### src/rtl/pwm_cfg_sequencer.sv
// pwm_cfg_sequencer: register-bus front end for a PWM core.
// Software writes land in shadow registers. They are copied to the active
// registers that drive the core only at period boundaries, so the core never
// sees a half-updated configuration. The duty cycle can optionally slew toward
// its target by a bounded step per period. Start and graceful stop are sequenced
// by a four-state FSM: IDLE, START, RUN, STOP.
module pwm_cfg_sequencer #(
    parameter int W         = 16,
    parameter int RAMP_STEP = 16,
    parameter int STOP_TO   = 1024
) (
    input  logic         clk,
    input  logic         reset,
    input  logic         cfg_valid,
    output logic         cfg_ready,
    input  logic [1:0]   cfg_addr,
    input  logic [W-1:0] cfg_wdata,
    input  logic [1:0]   rd_addr,
    output logic [W-1:0] rd_data,
    input  logic         period_done,
    output logic [W-1:0] period,
    output logic [W-1:0] duty_cycle,
    output logic [W-1:0] prescaler,
    output logic         enable,
    output logic         upd_done,
    output logic         busy
);

    localparam int             CW        = $clog2(STOP_TO + 1);
    localparam logic [CW-1:0]  STOP_LAST = CW'(STOP_TO - 1);
    localparam logic [W:0]     STEP_X    = (W + 1)'(RAMP_STEP);

    localparam logic [1:0] A_CTRL   = 2'd0;
    localparam logic [1:0] A_PERIOD = 2'd1;
    localparam logic [1:0] A_DUTY   = 2'd2;
    localparam logic [1:0] A_PRESC  = 2'd3;

    // The encoding is software-visible through the CTRL read-back.
    typedef enum logic [1:0] {
        ST_IDLE  = 2'd0,
        ST_START = 2'd1,
        ST_RUN   = 2'd2,
        ST_STOP  = 2'd3
    } state_t;

    state_t        state_q, state_d;
    logic [CW-1:0] stop_cnt_q, stop_cnt_d;

    logic          run_req_q, run_req_d;
    logic          ramp_en_q, ramp_en_d;
    logic          dirty_q, dirty_d;
    logic [W-1:0]  sh_period_q, sh_period_d;
    logic [W-1:0]  sh_duty_q, sh_duty_d;
    logic [W-1:0]  sh_presc_q, sh_presc_d;

    logic [W-1:0]  period_q, period_d;
    logic [W-1:0]  duty_q, duty_d;
    logic [W-1:0]  tgt_q, tgt_d;
    logic [W-1:0]  presc_q, presc_d;
    logic          upd_q, upd_d;
    logic [W-1:0]  rd_data_q, rd_data_d;

    logic          wr_en;
    logic          commit;
    logic [W-1:0]  per_new;
    logic [W-1:0]  tgt_new;
    logic [W-1:0]  limit;

    function automatic logic [W-1:0] min_w(input logic [W-1:0] a, input logic [W-1:0] b);
        return (a < b) ? a : b;
    endfunction

    // Move cur toward lim by at most RAMP_STEP. The extra bit keeps cur+STEP
    // from wrapping, and the result lands exactly on lim instead of overshooting.
    function automatic logic [W-1:0] ramp_toward(input logic [W-1:0] cur, input logic [W-1:0] lim);
        logic [W:0]   cur_x;
        logic [W:0]   lim_x;
        logic [W:0]   up_x;
        logic [W:0]   dn_x;
        logic [W-1:0] res;
        cur_x = {1'b0, cur};
        lim_x = {1'b0, lim};
        up_x  = cur_x + STEP_X;
        dn_x  = cur_x - STEP_X;
        if (cur_x < lim_x) begin
            res = (up_x > lim_x) ? lim : up_x[W-1:0];
        end else if ((cur_x - lim_x) > STEP_X) begin
            res = dn_x[W-1:0];
        end else begin
            res = lim;
        end
        return res;
    endfunction

    assign cfg_ready  = (state_q != ST_STOP);
    assign enable     = (state_q == ST_RUN) || (state_q == ST_STOP);
    assign busy       = (state_q == ST_START) || (state_q == ST_STOP);
    assign period     = period_q;
    assign duty_cycle = duty_q;
    assign prescaler  = presc_q;
    assign upd_done   = upd_q;
    assign rd_data    = rd_data_q;

    // FSM next state and the stop-timeout counter.
    always_comb begin
        state_d    = state_q;
        stop_cnt_d = stop_cnt_q;
        unique case (state_q)
            ST_IDLE: begin
                if (run_req_q) state_d = ST_START;
            end
            ST_START: begin
                state_d = ST_RUN;
            end
            ST_RUN: begin
                if (!run_req_q) begin
                    state_d    = ST_STOP;
                    stop_cnt_d = '0;
                end
            end
            ST_STOP: begin
                stop_cnt_d = stop_cnt_q + CW'(1);
                if (period_done || (stop_cnt_q == STOP_LAST)) state_d = ST_IDLE;
            end
            default: state_d = ST_IDLE;
        endcase
    end

    // FSM state register.
    always_ff @(posedge clk) begin
        if (reset) begin
            state_q    <= ST_IDLE;
            stop_cnt_q <= '0;
        end else begin
            state_q    <= state_d;
            stop_cnt_q <= stop_cnt_d;
        end
    end

    // Datapath: shadow writes, commits to the active set, duty slewing, read mux.
    always_comb begin
        run_req_d   = run_req_q;
        ramp_en_d   = ramp_en_q;
        dirty_d     = dirty_q;
        sh_period_d = sh_period_q;
        sh_duty_d   = sh_duty_q;
        sh_presc_d  = sh_presc_q;
        period_d    = period_q;
        duty_d      = duty_q;
        tgt_d       = tgt_q;
        presc_d     = presc_q;
        upd_d       = 1'b0;
        rd_data_d   = '0;

        wr_en   = cfg_valid && cfg_ready;
        // A commit always uses the pre-write shadow, so a write in the same
        // cycle is kept for the next boundary.
        commit  = (state_q == ST_START) ||
                  ((state_q == ST_RUN) && period_done && dirty_q);
        per_new = commit ? sh_period_q : period_q;
        tgt_new = commit ? sh_duty_q   : tgt_q;
        limit   = min_w(tgt_new, per_new);

        if (state_q == ST_START) begin
            duty_d = limit;
        end else if ((state_q == ST_RUN) && period_done) begin
            if (ramp_en_q) begin
                // A shrinking period can leave duty above the new period, so clamp.
                duty_d = min_w(ramp_toward(duty_q, limit), per_new);
            end else if (dirty_q) begin
                duty_d = limit;
            end
        end

        if (commit) begin
            period_d = sh_period_q;
            presc_d  = sh_presc_q;
            tgt_d    = sh_duty_q;
            upd_d    = 1'b1;
            dirty_d  = 1'b0;
        end

        if (wr_en) begin
            unique case (cfg_addr)
                A_CTRL: begin
                    run_req_d = cfg_wdata[0];
                    ramp_en_d = cfg_wdata[1];
                end
                A_PERIOD: begin
                    sh_period_d = cfg_wdata;
                    dirty_d     = 1'b1;
                end
                A_DUTY: begin
                    sh_duty_d = cfg_wdata;
                    dirty_d   = 1'b1;
                end
                default: begin
                    sh_presc_d = cfg_wdata;
                    dirty_d    = 1'b1;
                end
            endcase
        end

        unique case (rd_addr)
            A_CTRL:   rd_data_d = W'({state_q, dirty_q, ramp_en_q, run_req_q});
            A_PERIOD: rd_data_d = sh_period_q;
            A_DUTY:   rd_data_d = sh_duty_q;
            default:  rd_data_d = sh_presc_q;
        endcase
    end

    // Datapath registers.
    always_ff @(posedge clk) begin
        if (reset) begin
            run_req_q   <= 1'b0;
            ramp_en_q   <= 1'b0;
            dirty_q     <= 1'b0;
            sh_period_q <= '0;
            sh_duty_q   <= '0;
            sh_presc_q  <= '0;
            period_q    <= '0;
            duty_q      <= '0;
            tgt_q       <= '0;
            presc_q     <= '0;
            upd_q       <= 1'b0;
            rd_data_q   <= '0;
        end else begin
            run_req_q   <= run_req_d;
            ramp_en_q   <= ramp_en_d;
            dirty_q     <= dirty_d;
            sh_period_q <= sh_period_d;
            sh_duty_q   <= sh_duty_d;
            sh_presc_q  <= sh_presc_d;
            period_q    <= period_d;
            duty_q      <= duty_d;
            tgt_q       <= tgt_d;
            presc_q     <= presc_d;
            upd_q       <= upd_d;
            rd_data_q   <= rd_data_d;
        end
    end

endmodule

### config.mk
export PLATFORM = sky130hd
export DESIGN_NAME = pwm_cfg_sequencer
export DESIGN_NICKNAME = d
export VERILOG_FILES = /design/src/rtl/pwm_cfg_sequencer.sv
export SDC_FILE = /design/constraint.sdc
export NUM_CORES = 1
export LEC_CHECK = 0
export CAP_MARGIN = 20
export CORE_ASPECT_RATIO = 1.75
export CORE_MARGIN = 5
export CORE_UTILIZATION = 58
export DETAILED_ROUTE_END_ITERATION = 10
export HOLD_SLACK_MARGIN = 0.12
export PLACE_DENSITY = 0.81
export SYNTH_ARGS = -nofsm -noshare
export SYNTH_HDL_FRONTEND = slang
export SYNTH_SLANG_ARGS = --single-unit
### constraint.sdc
create_clock -name clk -period 13.8 [get_ports clk]
set_input_delay 1.38 -clock clk [delete_from_list [all_inputs] [get_ports clk]]
set_output_delay 1.38 -clock clk [all_outputs]
set_load 0.1 [all_outputs]
==> metrics.md, run 1 <==
| Metric | Value |
|---|---|
| Die Area | `between 0.015 and 0.02 mm^2` |
| Top cells by area, synth | `dfxtp_1, ha_1, nand2_1, mux2i_1, a21oi_1` |
| Hold Startpoint | `prescaler[14]$_SDFFE_PP0P_` |
| Top cell by count, worst path | `a21oi_1` |
| Vias | `8239` |
| Rel. slew slack | `approximately a quarter` |
| Sequential-to-total area share from yosys stat | `32.8%` |
| Root Buffer | `clkbuf_16` |
| Htree depth | `4` |
| CP max-delay cell | `buf_4` |
| Pins over their slew limit | `0` |
| Crit path kind | `in -> reg` |
| Syn_nets | `1182` |
| Routed Antenna Nets | `0` |
| Setup bufs post-CTS | `0` |
| Crit path capture type | `flop` |
| Reg2reg end | `duty_cycle[15]$_SDFFE_PP0P_` |
| Reg2reg start | `state_q[0]$_SDFFE_PP0P_` |
| WL per Instance | `18.1 um` |
| Setup TNS | `0 ns` |
| Synth cell count leaders | `nand2_1, dfxtp_1, a21oi_1, nor2_1, ha_1` |
| Post-layout min period | `11.55 ns` |
| Worst Hold Class | `reg -> reg` |
| Chip height | `173 um` |
| DRT iter0 DRCs | `465` |
| Clock transition time at the flip-flop clock pins of the worst setup and hold paths | `0.07 ns` |
| EDFF count, synth | `0` |
| Tot GR Track Use | `27.8%` |
| Fmax achieved | `about 87 MHz` |
| Post-DP HPWL | `about 18000 um` |
| WP data arrival | `11.86 ns` |
| Clk sink count | `145` |
| Endpoint, Worst Hold | `prescaler[14]$_SDFFE_PP0P_` |
| Area Overhead vs Synth | `17.1%` |
| Crit path max fanout | `54` |
| Skew-Pair Late Insertion Delay | `around 0.43 ns` |
| Fill cell count | `1165` |
| Crit-path leading delay family | `compound AO/OA/AOI/OAI gates` |
| Crit start category | `input pin` |
| Setup WS post-layout | `between 2 and 2.5 ns` |
| Status | `finished clean` |
| Pre-CTS setup slack | `about 2.1 ns` |
| Via density | `6.12` |
| Hold depth | `2` |
| Global route overflow | `0` |
| Synth warn | `0` |
| Largest net degree at the start of global routing | `105` |
| Final Hold Violating Endpoints | `0` |
| Hold_buf cts | `0` |
| Most numerous cell in the Yosys netlist | `nand2_1` |
| Skew final | `0.0104 ns` |
| Number of core rows | `between 50 and 60` |
| R2R depth | `41` |
| RSZ-0062 raised after global routing | `no` |
| Num ports | `between 90 and 100` |
| Buf/Inv on CP | `4` |
| Setup violations, final | `0` |
| Post-synth ARST share | `0%` |
| Number of max-cap violations | `0` |
| FF+latch area | `0.00290 mm^2` |
| Netlist cell types | `between 70 and 80` |
| Crit share post-route | `roughly 84%` |
| Post-CTS sizing | `0` |
| Min Hold Slack | `0.451 ns` |
| CP max stage delay | `0.61 ns` |
| Yosys reg bits | `about 150` |
| Synth Area per Inst | `8.07 um^2` |
| Clock Path Buffers | `2` |
| Router iterations before antenna repair | `5` |
| Die width | `103 um` |
| Antenna violations before repair | `0` |
| RePlAce Congestion | `1.00` |
| Vias in the first global route | `8542` |
| Initial Utilization | `59.3%` |
| Synth area leader | `dfxtp_1` |
| Syn Std Cell Area | `between 0.008 and 0.009 mm^2` |
| Layout cell share with drive strength beyond 1 | `between 7 and 8%` |
| Mapped Cells | `between 1000 and 1500` |
| CTS buffer count | `17` |
| Final net count | `between 1000 and 1500` |
| Post-detailed-route DRC marker count | `0` |
| Final Non-Filler Cells | `1347` |
| Post-Place Cells | `1314` |
| Post-synth top flop | `dfxtp_1` |
| Inserted Diodes | `0` |
| CTS tree | `done` |
| Synth top area share | `32.8%` |
| WL final | `24400 um` |
| Measured slew at the worst slew-check pin | `1.12 ns` |
| Core area | `0.0149 mm^2` |
| First-pass GRT wire length | `40400 um` |
| R2R setup slack | `2.92 ns` |
| Area of the multi-input gates | `0.00550 mm^2` |
| IO buf count | `between 90 and 100` |
| Crit path required time | `14.11 ns` |
area by class of cell:
| type | instances | area share, % |
|---|---|---|
| clock inverter | 14 | 1.34 |
| inverter | 47 | 1.70 |
| clock buffer | 18 | 4.24 |
| sequential | 145 | 28.0 |
| multi-input combinational | 840 | 53.1 |
| timing repair buffer | 100 | 9.45 |
| tap | 183 | 2.21 |
layer usage:
metal  vias to the layer above  part of all wire [%]  track usage [%]
met1                      3924                    38             30.2
li1                       3943                     -                -
met4                         0                   5.3             15.8
met2                       277                    52             48.7
met3                        95                   4.1             5.20
met5                         -                     0                0
flip-flops by register name (all words and copies together) (netlist names):
name and count:
run_req_q 1, tgt_q 16, duty_cycle 16, upd_done 1, sh_duty_q 16, dirty_q 1, ramp_en_q 1, prescaler 16
state_q 2, rd_data 16, period 16, sh_presc_q 16, sh_period_q 16, stop_cnt_q 11
worst max path at each step:
stage / to / depth (start not counted) / from
floorplan: duty_cycle[14]$_SDFFE_PP0P_ / 41 / period_done
global placement: duty_cycle[14]$_SDFFE_PP0P_ / 40 / period_done
detailed placement: duty_cycle[15]$_SDFFE_PP0P_ / 40 / period_done
CTS: duty_cycle[15]$_SDFFE_PP0P_ / 40 / period_done
global route: duty_cycle[11]$_SDFFE_PP0P_ / 40 / period_done
finish: duty_cycle[15]$_SDFFE_PP0P_ / 40 / period_done
worst min-delay path: stages (launching register included):
cell     delay (ns)
dfxtp_1        0.31
nand2_1        0.05
a21oi_1        0.05
logic make-up after synthesis:
logic type | after synthesis | synth area share [%]
flops | 145 | 32.8
compound gates | 238 | 17.9
simple gates | 422 | 21.3
mux | 79 | 10.2
xor+xnor | 36 | 3.56
buf+inv | 112 | 5.03
fa+ha+maj | 65 | 9.22
cell usage in the layout (no fill, tap or decap), types with 14 or more instances in the layout:
master,instances
o21ai_0,32
nand2_1,191
clkbuf_16,17
a21oi_1,104
mux2_2,14
clkdlybuf4s50_1,90
dfxtp_1,145
nor3_1,19
nand3_1,21
ha_1,60
nand4_1,14
xor2_1,14
mux2i_1,57
xnor2_1,22
nor2_1,104
inv_1,46
a21o_1,15
stage by stage:
stage | cell area (um^2) | utilization (%)
after floorplan | 8850 | -
after global placement | 9780 | 65.6
after detailed placement | 9780 | 65.6
after CTS | 10400 | 69.4
after global routing | 10400 | 69.5
final | 10400 | 69.5
Power of run 1 is not shown: default switching activity piles up to over one toggle a cycle in this logic, so the estimate is an artifact.
==> inputs of run 2 (changes only) <==
Settings changed: CORE_UTILIZATION 58 to 52, PLACE_DENSITY 0.81 to 0.77.
Clock period 13.8 ns to 9.8 ns, I/O delays scaled along.
==> run 2 against run 1 <==
Register-to-register slack lost 2.1 ns. Count of clock-buffer cells in the layout grew 3. Sequential cell count is the same. Critical endpoint is now duty_cycle[13]$_SDFFE_PP0P_. Non-clock buffer count grew 58. Utilization shrank 4.4 points. Global-route usage shrank 2.3 points. Hold slack gained 0.0046 ns. Via count grew 1.5%. Die area grew 11%. Highest routed layer unchanged.
==> metrics.md, run 2 (synthesis results as in run 1) <==
| Metric | Value |
|---|---|
| Chip height | `183 um (was 173 um)` |
| Met2 Track Usage GR | `46.1% (was 48.7%)` |
| Skew-Pair Late Insertion Delay | `0.42 ns (was 0.43 ns)` |
| Crit path max fanout | `23 (was 54)` |
| Hold Startpoint | `prescaler[10]$_SDFFE_PP0P_ (was prescaler[14]$_SDFFE_PP0P_)` |
| WL final | `24900 um (was 24400 um)` |
| Pins over their slew limit | `0 (unchanged)` |
| Via density | `5.77 (was 6.12)` |
| First-pass GRT wire length | `40900 um (was 40400 um)` |
| Setup TNS | `0 ns (unchanged)` |
| Num ports | `92 (unchanged)` |
| WL per Instance | `17.2 um (was 18.1 um)` |
| Vias in the first global route | `8525 (was 8542)` |
| Inserted Diodes | `0 (unchanged)` |
| CP max stage delay | `0.47 ns (was 0.61 ns)` |
| Reg2reg end | `duty_cycle[13]$_SDFFE_PP0P_ (was duty_cycle[15]$_SDFFE_PP0P_)` |
| Crit-path leading delay family | `compound AO/OA/AOI/OAI gates (unchanged)` |
| Crit share post-route | `94.7%` |
| WP data arrival | `9.59 ns (was 11.86 ns)` |
| Post-Place Cells | `1414 (was 1314)` |
| Fill cell count | `1436 (was 1165)` |
| Clk sink count | `145 (unchanged)` |
| Crit start category | `input pin (unchanged)` |
| Rel. slew slack | `31.8% (was 25.2%)` |
| R2R depth | `42 (was 41)` |
| Most frequent cells in the layout | `nand2_1, dfxtp_1, nor2_1, a21oi_1, clkdlybuf4s50_1 (was nand2_1, dfxtp_1, a21oi_1, nor2_1, clkdlybuf4s50_1)` |
| IO buf count | `91 (unchanged)` |
| Reg2reg start | `state_q[0]$_SDFFE_PP0P_ (unchanged)` |
| Clock Path Buffers | `2 (unchanged)` |
| Core area | `0.0169 mm^2 (was 0.0149 mm^2)` |
| Top cell by count, worst path | `a21oi_1 (unchanged)` |
| Crit path capture type | `flop (unchanged)` |
| Buf/Inv on CP | `6 (was 4)` |
| Vias | `8365 (was 8239)` |
| Setup WS post-layout | `0.515 ns (was 2.25 ns)` |
| RePlAce Congestion | `0.963 (was 1.00)` |
| Area Overhead vs Synth | `24.0% (was 17.1%)` |
| Clock transition time at the flip-flop clock pins of the worst setup and hold paths | `0.06 ns (was 0.07 ns)` |
| Fmax achieved | `approximately 110 MHz` |
| Crit path required time | `10.11 ns (was 14.11 ns)` |
| Worst Hold Class | `reg -> reg (unchanged)` |
| Number of max-cap violations | `0 (unchanged)` |
| Final net count | `1294 (was 1236)` |
| Hold depth | `2 (unchanged)` |
| Skew final | `0.00909 ns (was 0.0104 ns)` |
| Routed Antenna Nets | `0 (unchanged)` |
| Die Area | `0.0198 mm^2 (was 0.0179 mm^2)` |
| Post-DP HPWL | `18800 um (was 17800 um)` |
| Pre-CTS setup slack | `-0.0985 ns (was 2.13 ns)` |
| Router iterations before antenna repair | `5 (unchanged)` |
| Global route overflow | `0 (unchanged)` |
| Area of the multi-input gates | `0.00553 mm^2 (was 0.00550 mm^2)` |
| Root Buffer | `clkbuf_16 (unchanged)` |
| Setup violations, final | `0 (unchanged)` |
| Final Non-Filler Cells | `1449 (was 1347)` |
| CTS buffer count | `17 (unchanged)` |
| Post-detailed-route DRC marker count | `0 (unchanged)` |
| Status | `finished clean (unchanged)` |
| M1 GR Usage | `27.6% (was 30.2%)` |
| Crit path kind | `in -> reg (unchanged)` |
| Met3 Use GR | `4.25% (was 5.20%)` |
| Initial Utilization | `52.5% (was 59.3%)` |
| Largest net degree at the start of global routing | `94 (was 105)` |
| CP max-delay cell | `clkdlybuf4s50_1 (was buf_4)` |
| CTS tree | `done (unchanged)` |
| Measured slew at the worst slew-check pin | `1.02 ns (was 1.12 ns)` |
| Gr busiest metal | `met2 (unchanged)` |
| Final Hold Violating Endpoints | `0 (unchanged)` |
| Number of core rows | `63 (was 59)` |
| Endpoint, Worst Hold | `prescaler[10]$_SDFFE_PP0P_ (was prescaler[14]$_SDFFE_PP0P_)` |
| Post-layout min period | `a little over 9 ns` |
| FF+latch area | `0.00290 mm^2 (unchanged)` |
| Tot GR Track Use | `25.6% (was 27.8%)` |
| Antenna violations before repair | `0 (unchanged)` |
| Die width | `109 um (was 103 um)` |
| DRT iter0 DRCs | `394 (was 465)` |
| RSZ-0062 raised after global routing | `no (unchanged)` |
| Layout cell share with drive strength beyond 1 | `12.4% (was 7.47%)` |
| Most common cell after layout, fill and taps aside | `nand2_1 (unchanged)` |
| Htree depth | `4 (unchanged)` |
| R2R setup slack | `0.79 ns (was 2.92 ns)` |
==> run 2: worst max path at each step <==
stage                           start  slack, ns                     endpoint  depth (start not counted)
after global placement    period_done       0.10   duty_cycle[0]$_SDFFE_PP0P_                         41
after floorplan           period_done       0.06  duty_cycle[14]$_SDFFE_PP0P_                         42
after global routing      period_done      0.009  duty_cycle[13]$_SDFFE_PP0P_                         42
final                     period_done       0.52  duty_cycle[13]$_SDFFE_PP0P_                         41
after CTS                 period_done       0.30  duty_cycle[13]$_SDFFE_PP0P_                         42
after detailed placement  period_done       -0.1  duty_cycle[13]$_SDFFE_PP0P_                         42
==> run 2: worst register-to-register path: cells and delay by family (launching register included) <==
kind | cells | cell delay [ns]
muxes | 3 | 0.76
AOI/OAI and AO/OA | 15 | 2.99
adders and majority gates | 5 | 1.58
DFF | 1 | 0.39
and+or+nand+nor | 13 | 2.37
buffers and inverters | 6 | 0.86
==> run 2: routing by layer <==
metal	vias up	wire length, um
met5	-	0
met2	279	13100
met3	102	1050
met1	3926	9460
li1	4058	-
met4	0	1310
==> run 2: metrics by stage <==
step | area, um^2 | hold slack (ns) | utilization, %
after floorplan | 8850 | 0.445 | -
after global placement | 10300 | 0.440 | 60.9
after detailed placement | 10300 | 0.447 | 60.9
after CTS | 10900 | 0.462 | 64.8
after global routing | 11000 | 0.482 | 65.1
final | 11000 | 0.455 | 65.1
==> run 2: what timing repair did <==
item                       in CTS  in global routing
setup endpoints to repair       0                 16
hold buffers                    0                  0
buffers inserted                0                  0
gates resized for setup         0                  9
==> run 2: cell type report <==
type	instances	area share [%]
Multi-Input combinational cell	840	50.4
Sequential cell	145	26.4
Timing Repair Buffer	158	13.1
Clock buffer	21	4.29
Tap cell	227	2.59
Inverter	47	1.61
Clock inverter	11	1.60
Power of run 2 is left out for the same reason.
==> inputs of run 3 (changes only) <==
Settings changed: CAP_MARGIN 20 to not set, CTS_CLUSTER_DIAMETER set to 50, SLEW_MARGIN set to 0.
==> run 3 against run 2 <==
Maximum frequency about the same. Global-route usage did not move. Non-clock buffer count shrank 3. Utilization is 0.13 points lower. Clock skew is 0.0011 ns lower. Critical endpoint unchanged. Highest routed layer unchanged.
==> metrics.md, run 3 (synthesis results as in run 1) <==
| Metric | Value |
|---|---|
| Worst Hold Class | `reg -> reg (unchanged)` |
| Crit path kind | `in -> reg (unchanged)` |
| Measured slew at the worst slew-check pin | `1.25 ns (was 1.02 ns)` |
| Cell Area, Placed | `0.0103 mm^2 (unchanged)` |
| CP max-delay cell | `clkdlybuf4s50_1 (unchanged)` |
| Status | `finished clean (unchanged)` |
| Vias in the first global route | `8525 (unchanged)` |
| Routed Antenna Nets | `0 (unchanged)` |
| Post-detailed-route DRC marker count | `0 (unchanged)` |
| Crit path required time | `10.11 ns (about the same)` |
| Initial Utilization | `52.5% (unchanged)` |
| Buf/Inv on CP | `6 (unchanged)` |
| WL final | `24800 um (was 24900 um)` |
| CP max stage delay | `0.47 ns (about the same)` |
| Top cell by count, worst path | `a21oi_1 (unchanged)` |
| Setup WS post-layout | `0.518 ns (was 0.515 ns)` |
| First-pass GRT wire length | `40900 um (unchanged)` |
| DRT iter0 DRCs | `408 (was 394)` |
| Post-DP HPWL | `18800 um (unchanged)` |
| Clock transition time at the flip-flop clock pins of the worst setup and hold paths | `0.06 ns (about the same)` |
| Skew-Pair Late Insertion Delay | `0.43 ns (was 0.42 ns)` |
| Crit share post-route | `94.7% (about the same)` |
| Global route overflow | `0 (unchanged)` |
| Setup violations, final | `0 (unchanged)` |
| Crit path capture type | `flop (unchanged)` |
| Area Overhead vs Synth | `23.8% (was 24.0%)` |
| R2R setup slack | `0.80 ns (was 0.79 ns)` |
| Setup bufs post-CTS | `0 (unchanged)` |
| Crit start category | `input pin (unchanged)` |
| Die width | `109 um (unchanged)` |
| Crit-path leading delay family | `compound AO/OA/AOI/OAI gates (unchanged)` |
| Final net count | `1291 (was 1294)` |
| Layout cell share with drive strength beyond 1 | `12.1% (was 12.4%)` |
| Fmax achieved | `108 MHz (about the same)` |
| CTS buffer count | `17 (unchanged)` |
| Final core utilization | `64.9% (was 65.1%)` |
| Setup TNS | `0 ns (unchanged)` |
| Htree depth | `4 (unchanged)` |
| Number of max-cap violations | `0 (unchanged)` |
| Final std cell area, no fill | `0.0110 mm^2 (about the same)` |
| Skew final | `0.00800 ns (was 0.00909 ns)` |
| RePlAce Congestion | `0.963 (unchanged)` |
| Number of core rows | `63 (unchanged)` |
| Antenna violations before repair | `0 (unchanged)` |
| Crit path max fanout | `23 (unchanged)` |
| Most frequent cells in the layout | `nand2_1, dfxtp_1, nor2_1, a21oi_1, clkdlybuf4s50_1 (unchanged)` |
| Clk sink count | `145 (unchanged)` |
| CTS tree | `done (unchanged)` |
| Vias | `8305 (was 8365)` |
| Clock Path Buffers | `2 (unchanged)` |
| Hold_buf cts | `0 (unchanged)` |
| Rel. slew slack | `16.7% (was 31.8%)` |
| Inserted Diodes | `0 (unchanged)` |
| Final Hold Violating Endpoints | `0 (unchanged)` |
| Fill cell count | `1441 (was 1436)` |
| WP data arrival | `9.59 ns (about the same)` |
| Post-CTS sizing | `0 (unchanged)` |
| IO buf count | `91 (unchanged)` |
| Area of the multi-input gates | `0.00553 mm^2 (unchanged)` |
| WL per Instance | `17.1 um (was 17.2 um)` |
| Post-layout min period | `9.28 ns (about the same)` |
| Tot GR Track Use | `25.6% (unchanged)` |
| Largest net degree at the start of global routing | `94 (unchanged)` |
| Pins over their slew limit | `0 (unchanged)` |
| Num ports | `92 (unchanged)` |
| Die Area | `0.0198 mm^2 (unchanged)` |
| Most common cell after layout, fill and taps aside | `nand2_1 (unchanged)` |
| Core area | `0.0169 mm^2 (unchanged)` |
| Chip height | `183 um (unchanged)` |
| RSZ-0062 raised after global routing | `no (unchanged)` |
| Via density | `5.74 (was 5.77)` |
| Root Buffer | `clkbuf_16 (unchanged)` |
| Router iterations before antenna repair | `5 (unchanged)` |
| Pre-CTS setup slack | `-0.0985 ns (unchanged)` |
| FF+latch area | `0.00290 mm^2 (unchanged)` |
-- run 3: changes by cell type in the layout (fill, tap and decap cells not counted), sizes merged --
cell / delta
buf: -3
-- run 3: metrics by stage --
step	std cells	hold slack, ns
after floorplan	1097	0.445
after global placement	1414	0.440
after detailed placement	1414	0.447
after CTS	1446	0.462
after global routing	1446	0.482
final	1446	0.454
-- run 3: metal layers --
metal,vias to the layer above,track usage (%),routed length [um]
met2,254,46.1,13100
met4,0,14.2,1250
met1,3901,27.6,9430
met5,-,0,0
met3,95,4.25,979
li1,4055,-,-
-- run 3: worst reg2reg max path, delay by kind of cell (launching register included) --
family / cells / cell delay, ns
AO/OA/AOI/OAI: 15 / 2.99
buffers and inverters: 6 / 0.85
multiplexers: 3 / 0.75
AND/OR/NAND/NOR: 13 / 2.38
flip-flops: 1 / 0.38
adder cells (fa/ha/maj): 5 / 1.57
-- run 3: final timing paths --
kind                                                  from                           to  cells after the start
worst max register to register     state_q[0]$_SDFFE_PP0P_  duty_cycle[13]$_SDFFE_PP0P_                     42
worst min register to register  prescaler[10]$_SDFFE_PP0P_   prescaler[10]$_SDFFE_PP0P_                      2
worst max-delay path                           period_done  duty_cycle[13]$_SDFFE_PP0P_                     41
worst min-delay path            prescaler[10]$_SDFFE_PP0P_   prescaler[10]$_SDFFE_PP0P_                      2
-- run 3: final cells by class --
class	count	share of cell area, %
sequential	145	26.5
clock buffer	21	4.29
timing repair buffer	155	12.9
tap	227	2.59
multi-input combinational	840	50.5
inverter	47	1.61
clock inverter	11	1.60
Power of run 3 is left out for the same reason.
